--- config.mk ---
export PLATFORM = sky130hd
export DESIGN_NAME = fifo_mem_param
export DESIGN_NICKNAME = d
export VERILOG_FILES = /design/src/rtl/fifo_pkg.sv /design/src/rtl/fifo_ptr.sv /design/src/rtl/fifo_mem_param.sv
export SDC_FILE = /design/constraint.sdc
export NUM_CORES = 1
export LEC_CHECK = 0
export CAP_MARGIN = 40
export CORE_ASPECT_RATIO = 0.6
export CORE_MARGIN = 3
export CORE_UTILIZATION = 55
export CTS_CLUSTER_DIAMETER = 30
export DETAILED_ROUTE_END_ITERATION = 10
export HOLD_SLACK_MARGIN = 0.1
export PLACE_DENSITY = 0.75
export SYNTH_ARGS = -nofsm -noshare
export SYNTH_HDL_FRONTEND = slang
export SYNTH_HIERARCHICAL = 1
export SYNTH_SLANG_ARGS = --single-unit
--- constraint.sdc ---
create_clock -name clk_in -period 10.6 [get_ports clk_in]
set_clock_uncertainty 0.2 [all_clocks]
set_input_delay 1.59 -clock clk_in [delete_from_list [all_inputs] [get_ports clk_in]]
set_output_delay 1.59 -clock clk_in [all_outputs]
set_load 0.01 [all_outputs]
--- src/rtl/fifo_pkg.sv ---
// fifo_pkg
//   Shared definitions for the parameterised FIFO:
//   - fifo_mode_e : read-side behaviour (registered read or first-word-fall-through)
//   - ptr_width() : pointer width for a given depth (address bits plus a wrap bit)
package fifo_pkg;

  typedef enum logic {
    FIFO_STD  = 1'b0,
    FIFO_FWFT = 1'b1
  } fifo_mode_e;

  // The extra MSB tells full (same address, different lap) apart from empty.
  function automatic int ptr_width(input int depth);
    return $clog2(depth) + 1;
  endfunction

endpackage

--- src/rtl/fifo_ptr.sv ---
// fifo_ptr
//   One FIFO pointer: an enabled incrementer whose MSB is the wrap bit.
//   Because the depth is a power of two, a plain binary increment makes the
//   address bits roll over from DEPTH-1 to 0 and toggles the wrap bit at the
//   same time.
// Ports
//   clk_in   : clock, rising edge
//   areset_b : asynchronous active-low reset, clears the pointer to zero
//   inc_en   : advance the pointer by one on this edge
//   ptr      : full pointer, wrap bit included
//   addr     : storage address (pointer without the wrap bit)
//   wrap     : wrap bit
module fifo_ptr #(
  parameter int PW = 4
) (
  input  logic          clk_in,
  input  logic          areset_b,
  input  logic          inc_en,
  output logic [PW-1:0] ptr,
  output logic [PW-2:0] addr,
  output logic          wrap
);

  always_ff @(posedge clk_in or negedge areset_b) begin
    if (!areset_b) begin
      ptr <= '0;
    end else if (inc_en) begin
      ptr <= ptr + PW'(1);
    end
  end

  assign addr = ptr[PW-2:0];
  assign wrap = ptr[PW-1];

endmodule

--- src/rtl/fifo_mem_param.sv ---
// fifo_mem_param
//   Single-clock synchronous FIFO with configurable width, depth and read mode.
//   Occupancy is derived from the difference of two wrap-bit pointers, so all
//   level flags are combinational from registered state.
// Parameters
//   DATA_WIDTH : bits per entry
//   DEPTH      : entry count, power of two, >= 2
//   FWFT       : 0 = registered read (data the cycle after the pop),
//                1 = first-word-fall-through (head visible, rd_ready acknowledges)
//   AFULL_THR  : afull_ind when count >= AFULL_THR
//   AEMPTY_THR : aempty_ind when count <= AEMPTY_THR
// Ports
//   clk_in, areset_b          : clock (rising edge), async active-low reset
//   wr_valid, wr_ready, wr_data : push side; wr_ready is simply "not full"
//   rd_ready, rd_valid, rd_data : pop side
//   count                     : occupancy, 0..DEPTH
//   full_ind, empty_ind, afull_ind, aempty_ind : level flags
//   overflow_ind, underflow_ind : sticky error flags, cleared by err_clr
//   err_clr                   : clears the sticky flags (a same-cycle set wins)
module fifo_mem_param
  import fifo_pkg::*;
#(
  parameter int DATA_WIDTH = 32,
  parameter int DEPTH      = 8,
  parameter int FWFT       = 0,
  parameter int AFULL_THR  = DEPTH - 2,
  parameter int AEMPTY_THR = 2
) (
  input  logic                          clk_in,
  input  logic                          areset_b,
  input  logic                          wr_valid,
  output logic                          wr_ready,
  input  logic [DATA_WIDTH-1:0]         wr_data,
  input  logic                          rd_ready,
  output logic                          rd_valid,
  output logic [DATA_WIDTH-1:0]         rd_data,
  output logic [ptr_width(DEPTH)-1:0]   count,
  output logic                          full_ind,
  output logic                          empty_ind,
  output logic                          afull_ind,
  output logic                          aempty_ind,
  output logic                          overflow_ind,
  output logic                          underflow_ind,
  input  logic                          err_clr
);

  localparam int PW = ptr_width(DEPTH);
  localparam int AW = PW - 1;
  localparam fifo_mode_e MODE = (FWFT != 0) ? FIFO_FWFT : FIFO_STD;

  localparam logic [PW-1:0] DEPTH_C  = PW'(DEPTH);
  localparam logic [PW-1:0] AFULL_C  = PW'(AFULL_THR);
  localparam logic [PW-1:0] AEMPTY_C = PW'(AEMPTY_THR);

  logic [PW-1:0]         wr_ptr;
  logic [PW-1:0]         rd_ptr;
  logic [AW-1:0]         wr_addr;
  logic [AW-1:0]         rd_addr;
  logic                  wr_wrap;
  logic                  rd_wrap;
  logic                  push;
  logic                  pop;
  logic [DATA_WIDTH-1:0] mem [DEPTH];

  // Occupancy: modular difference of the pointers; the wrap bit makes
  // count == DEPTH distinguishable from count == 0.
  assign count      = wr_ptr - rd_ptr;
  assign full_ind   = (count == DEPTH_C);
  assign empty_ind  = (count == '0);
  assign afull_ind  = (count >= AFULL_C);
  assign aempty_ind = (count <= AEMPTY_C);
  assign wr_ready   = !full_ind;

  // A full FIFO refuses the push even if a pop happens in the same cycle;
  // an empty FIFO ignores the pop, so a simultaneous request is push-only.
  // In both read modes a pop is a request/acknowledge against a non-empty FIFO.
  assign push = wr_valid && !full_ind;
  assign pop  = rd_ready && !empty_ind;

  fifo_ptr #(.PW(PW)) u_wr_ptr (
    .clk_in   (clk_in),
    .areset_b (areset_b),
    .inc_en   (push),
    .ptr      (wr_ptr),
    .addr     (wr_addr),
    .wrap     (wr_wrap)
  );

  fifo_ptr #(.PW(PW)) u_rd_ptr (
    .clk_in   (clk_in),
    .areset_b (areset_b),
    .inc_en   (pop),
    .ptr      (rd_ptr),
    .addr     (rd_addr),
    .wrap     (rd_wrap)
  );

  // Storage is deliberately left unreset; clearing the pointers is enough
  // to discard its contents.
  always_ff @(posedge clk_in) begin
    if (push) begin
      mem[wr_addr] <= wr_data;
    end
  end

  // Sticky error flags: a new error in the same cycle as err_clr stays set.
  always_ff @(posedge clk_in or negedge areset_b) begin
    if (!areset_b) begin
      overflow_ind  <= 1'b0;
      underflow_ind <= 1'b0;
    end else begin
      if (wr_valid && full_ind) begin
        overflow_ind <= 1'b1;
      end else if (err_clr) begin
        overflow_ind <= 1'b0;
      end
      if (rd_ready && empty_ind) begin
        underflow_ind <= 1'b1;
      end else if (err_clr) begin
        underflow_ind <= 1'b0;
      end
    end
  end

  generate
    if (MODE == FIFO_FWFT) begin : g_fwft
      // Head entry is presented continuously; rd_ready acts as acknowledge.
      assign rd_valid = !empty_ind;
      assign rd_data  = mem[rd_addr];
    end else begin : g_std
      // Registered read: data captured on the pop edge, valid for one cycle,
      // then held until the next pop.
      always_ff @(posedge clk_in or negedge areset_b) begin
        if (!areset_b) begin
          rd_valid <= 1'b0;
          rd_data  <= '0;
        end else begin
          rd_valid <= pop;
          if (pop) begin
            rd_data <= mem[rd_addr];
          end
        end
      end
    end
  endgenerate

  // Wrap bits are part of the pointers already used for count; the separate
  // taps are kept for debug visibility only.
  logic unused_wrap;
  assign unused_wrap = wr_wrap ^ rd_wrap;

endmodule

==> results of run 1 <==
-- where the power goes --
part           total, mW  internal [mW]  leakage (nW)  switching (mW)
sequential          1.69           1.55          2.83           0.136
combinational       1.48          0.826          1.41           0.650
clock               1.32          0.834         0.621           0.482
total               4.48           3.21          4.86            1.27
-- worst max-delay path by stage --
stage / start / to
CTS: u_rd_ptr/ptr[1] / empty_ind
floorplan: u_wr_ptr/ptr[0] / mem[4][0]
finish: u_rd_ptr/ptr[1] / empty_ind
global placement: u_rd_ptr/ptr[1] / empty_ind
global route: u_rd_ptr/ptr[1] / empty_ind
detailed placement: u_rd_ptr/ptr[1] / empty_ind
-- cells in the mapped netlist --
cell and count:
edfxtp_1 256, mux4_2 64, dfrtp_1 43, mux2_2 37, mux2_4 29, clkbuf_1 11, inv_1 9, buf_4 8
buf_2 6, ha_1 5, xnor2_1 5, a21oi_1 3, buf_12 3, nand2_1 3, nor3_1 3, nor4b_1 3
xor2_1 3, a21o_2 2, a22o_1 2, buf_6 2, nand3_1 2, nand3b_1 2, nand4_1 2, nor2_1 2
a211oi_1 1, a31o_2 1, and3_1 1, and3b_2 1, buf_1 1, fa_1 1, nor4_1 1, nor4bb_1 1
o21ai_0 1, o31a_1 1, or2_2 1, or3_1 1, xor2_2 1
-- sequential cells by signal (all words and copies together), names as in the netlist --
name	count
u_rd_ptr/ptr	4
u_wr_ptr/ptr	4
mem	256
rd_valid	1
rd_data	32
overflow_ind	1
underflow_ind	1
-- stage by stage --
step | hold slack [ns] | area [µm²]
after CTS | 0.308 | 14200
after global routing | 0.323 | 14200
after global placement | 0.291 | 12800
after detailed placement | 0.291 | 12900
after floorplan | 0.247 | 11700
final | 0.306 | 14200
-- cell type report --
class                      instances  share of cell area
sequential                       299               0.618
multi-input combinational        179               0.194
clock buffer                      42              0.0710
timing repair buffer              97              0.0688
tap                              273              0.0241
clock inverter                    25              0.0215
inverter                           9             0.00238
-- logic make-up after synthesis --
family / count (synthesis) / synth area share
flops: 299 / 0.749
fa+ha+maj: 6 / 0.00706
compound gates: 11 / 0.00684
mux: 130 / 0.196
xor+xnor: 9 / 0.00738
simple gates: 23 / 0.0122
buf+inv: 40 / 0.0215
-- worst register-to-register path: cells and delay by family (launching register included) --
kind	cells	cell delay, ns
flops	1	0.80
compound gates	1	0.38
simple gates	2	0.49
fa+ha+maj	1	0.47
buf+inv	2	0.60
xor+xnor	1	0.26
-- layer usage --
metal  share of wire  vias to the layer above  track usage  wire length, µm
met4           0.014                        0       0.0399              312
met3           0.053                       29       0.0353             1170
met2            0.46                      170        0.300            10200
met5               0                        -            0                0
li1                -                     2328            -                -
met1            0.47                     2894        0.301            10500
==> results.cfg, run 1 <==
[timing]
tns_ns = 0
fin_ws_ns = 5.53
tightest_slew_ns = 0.806
fin_crit_sh = 0.478
slew_headroom = 0.463
setup_viol = 0
rsz0062_at_grt = false
fmax_ghz = 0.197
hold_viol = 0
drv_slew = 0
fin_crit_ns = 5.07

[global_routing]
grt_overflow = 0
grt_max_degree = 62
first_global_vias = 5751
antenna_found_initial = 0
track_usage = 0.195
grt_pass1_wl_mm = 34.6

[die]
rows = 40
die_y_um = 119
die_width_um = 194
fp.coreArea_um2 = 20400
die_area_um2 = 23100
initial_utilization = 0.573
io_pins = 81

[routing]
vias = 5421
wire_per_inst_um = 24.0
vias_per_cell = 5.87
first_iter_violations = 471
drc = 0
wirelength_mm = 22.1
firstDrtPassIters = 5
antenna_left = 0

[clock_network]
cts_setup_buffers = 0
cts-htree-levels = 2
cts_hold_buf = 0
clock_path_buffers = 3
clock_latency_ns = 0.50
cts_num_sinks = 299
numCtsBuffers = 37
cts_tree = done
clockRootBuffer = clkbuf_16
path_clk_slew_ns = 0.05
cts_resized = 0

[status]
status = complete, no violations

[critical_path]
r2r_slack_ns = 7.04
worstPathRequired_ns = 8.81
critPathCaptureType = output pin
path_buf_inv = 2
crit_cells = 6
crit_chain = inv_1 -> fa_1 -> xor2_2 -> or3_1 -> a21oi_1 -> clkdlybuf4s50_1
rr_startpoint = u_rd_ptr/ptr[1]
cpPeakStageDelay_ns = 0.80
reg2reg_depth = 7
crit_slowest_cell = dfrtp_4
startpoint_type = register
cp_max_fo = 29
arrival_ns = 3.28
path_class = reg2out
worstReg2RegEnd = mem[4][11]
path_delay_family = flip-flops

[yosys]
synthCells = 518
synth.avg_cell_area_um2 = 22.6
yosys_warnings = 6
syn_nets = 561
ys_seq_area_frac = 0.749
synthTopCellsByArea = edfxtp_1, mux4_2, dfrtp_1
synth_top_area_share = 0.657
ys_ff_latch = 299
synth_top_area_cell = edfxtp_1
synth_cell_type_count = 37
netlist_area_um2 = 11700

[min_path]
min_path_type = reg2reg
min_from = rd_data[5]
hold_depth = 1
min_to = rd_data[5]

[placement]
dpl_worst_slack_ns = 6.01
dp.cells = 857
io_buffers = 80
gp_congestion = 0.786
dp.final_hpwl_mm = 12.4

[layout]
num_antenna_cells = 0
fin_cells = 924
regArea_um2 = 8770
final_util = 0.694
fillers = 1223
multi_input_area_um2 = 2750
drive_above_1_share = 0.347
final_cell_mix = edfxtp_1, clkdlybuf4s50_1, mux4_2, dfrtp_1, clkbuf_16
fin_nets = 666
areaGrowthSynthToFinish_pct = 21.2
layout_commonest_cell = edfxtp_1

[power_and_ir_drop]
power.density_nw_per_um2 = 316
p_leak_nw = 4.86
fin_total_pwr_mw = 4.48
ir_drop_v = 0.000196

[run]
cap_violations = 0
Power figures use the tool's default switching activity.
==> run 2: changes to the inputs <==
Settings changed: CORE_UTILIZATION 55 to 53, PLACE_DENSITY 0.75 to 0.76.
Clock period 10.6 ns to 4.4 ns, I/O delays scaled along.
==> run 2 against run 1 <==
Clock power rose by 150%. Register-to-register slack worse by 6.2 ns. Core utilization down 2.5 points. Sequential share of layout area decreased by 0.46 points. Sequential cell count stayed put. Sequential power is 140% higher. Largest cell class unchanged.
==> results.cfg, run 2 (synthesized netlist as in run 1, its figures left out) <==
[placement]
io_buffers = 80
gp_congestion = 0.739
placed_cell_area_um2 = 12900
dp.final_hpwl_mm = 12.3
dp.cells = 864

[run]
cap_violations = 0

[die]
die_y_um = 121
fp.coreArea_um2 = 21300
io_pins = 81
initial_utilization = 0.548
rows = 41
die_width_um = 198
die_area_um2 = 24000

[clock_network]
path_clk_slew_ns = 0.05
cts_setup_buffers = 0
cts_num_sinks = 299
clock_latency_ns = 0.50
numCtsBuffers = 39
cts-htree-levels = 2
cts_resized = 0
clock_path_buffers = 3
clockRootBuffer = clkbuf_16
cts_tree = done

[critical_path]
worstReg2RegEnd = rd_data[9]
critPathCaptureType = output pin
rr_startpoint = u_wr_ptr/ptr[0]
cp_max_fo = 12
crit_chain = inv_1 -> ha_1 -> inv_1 -> fa_1 -> or3_1 -> a21oi_1 -> clkdlybuf4s50_1
path_class = reg2out
arrival_ns = 3.21
r2r_slack_ns = 0.85
startpoint_type = register
cpPeakStageDelay_ns = 0.68
crit_path_frequent_cell = inv_1
crit_slowest_cell = dfrtp_1
worstPathRequired_ns = 3.54
path_delay_family = buffers and inverters
reg2reg_depth = 8
path_buf_inv = 3

[status]
status = complete, no violations

[power_and_ir_drop]
swShare = 0.288
p_clk_frac = 0.298
power.density_nw_per_um2 = 763
fin_total_pwr_mw = 10.9
intPower_mw = 7.76
p_comb_frac = 0.334
pwr-share-seq = 0.368
ir_drop_v = 0.000462
p_switching_mw = 3.14
p_leak_nw = 4.92

[routing]
wire_per_inst_um = 23.7
vias_per_cell = 5.78
firstDrtPassIters = 4
antenna_left = 0
wirelength_mm = 22.2
drc = 0
first_iter_violations = 447
vias = 5406

[timing]
hold_viol = 0
setup_viol = 0
slew_headroom = 0.533
drv_slew = 0
hold_ws_ns = 0.305
fin_crit_sh = 0.926
fin_crit_ns = 4.07
tightest_slew_ns = 0.700
fmax_ghz = 0.246
rsz0062_at_grt = false

[min_path]
hold_depth = 1
min_to = rd_data[1]
min_from = rd_data[1]
min_path_type = reg2reg

[global_routing]
track_usage = 0.193
grt_overflow = 0
gr-usage-met3 = 0.0419
grt_pass1_wl_mm = 34.7
grt_busiest_layer = met2
first_global_vias = 5868
antenna_found_initial = 2
met2_usage = 0.303
grt_max_degree = 44
grt_util_met1 = 0.285

[layout]
fin_cells = 936
largest_register_ffs = 256
final_util = 0.669
fillers = 1322
fin_nets = 670
final_area_um2 = 14300
layout_commonest_cell = edfxtp_1
areaGrowthSynthToFinish_pct = 22.1
num_antenna_cells = 0
final_cell_mix = edfxtp_1, clkdlybuf4s50_1, mux4_2, clkbuf_16, dfrtp_1
drive_above_1_share = 0.355
largestRegisters = mem x256, rd_data x32
top_register = mem
[run 2: changes by cell type in the layout (fill, tap and decap cells not counted), sizes merged]
cell	before	now
inv	12	18
clkinvlp	6	3
clkbuf	42	44
buf	18	19
bufinv	6	5
dlygate4sd3	0	1
[run 2: final cells by class]
| class | instances | area [µm²] | area share |
|---|---|---|---|
| sequential | 299 | 8770 | 0.614 |
| clock inverter | 27 | 330 | 0.0231 |
| multi-input combinational | 179 | 2790 | 0.195 |
| tap | 279 | 349 | 0.0244 |
| timing repair buffer | 99 | 978 | 0.0685 |
| clock buffer | 44 | 1040 | 0.0726 |
| inverter | 9 | 33.8 | 0.00236 |
[run 2: power by group through the flow]
stage	clock network (mW)	logic, mW	registers, mW
after floorplan	0	2.43	4.07
final	3.25	3.64	4.02
after detailed placement	0	3.67	4.07
after CTS	3.31	3.70	4.03
after global placement	0	3.57	4.03
after global routing	3.45	3.91	4.08
[run 2: layer usage]
layer | vias up | wire length, µm
met5 | - | 25
met4 | 4 | 273
met3 | 39 | 1360
met2 | 154 | 10600
met1 | 2854 | 9930
li1 | 2355 | -
[run 2: what timing repair did]
item / CTS / global route
setup endpoints to repair: 0 / 0
hold buffers: 1 / 0
endpoints found under the hold margin: 5 / 0
[run 2: stage by stage]
stage               setup WS [ns]  TNS, ns
CTS                         0.312        0
finish                      0.327        0
detailed placement          0.859        0
global placement            0.949        0
global route                0.136        0
floorplan                  -0.293   -32.47
[run 2: worst max-delay path by stage]
| stage | startpoint | end | slack [ns] | cells past startpoint |
|---|---|---|---|---|
| detailed placement | u_wr_ptr/ptr[0] | empty_ind | 0.86 | 7 |
| global placement | u_wr_ptr/ptr[0] | empty_ind | 0.95 | 7 |
| floorplan | u_wr_ptr/ptr[0] | mem[4][0] | -0.29 | 10 |
| finish | u_wr_ptr/ptr[0] | empty_ind | 0.33 | 7 |
| global route | u_wr_ptr/ptr[0] | empty_ind | 0.14 | 7 |
| CTS | u_wr_ptr/ptr[0] | empty_ind | 0.31 | 7 |
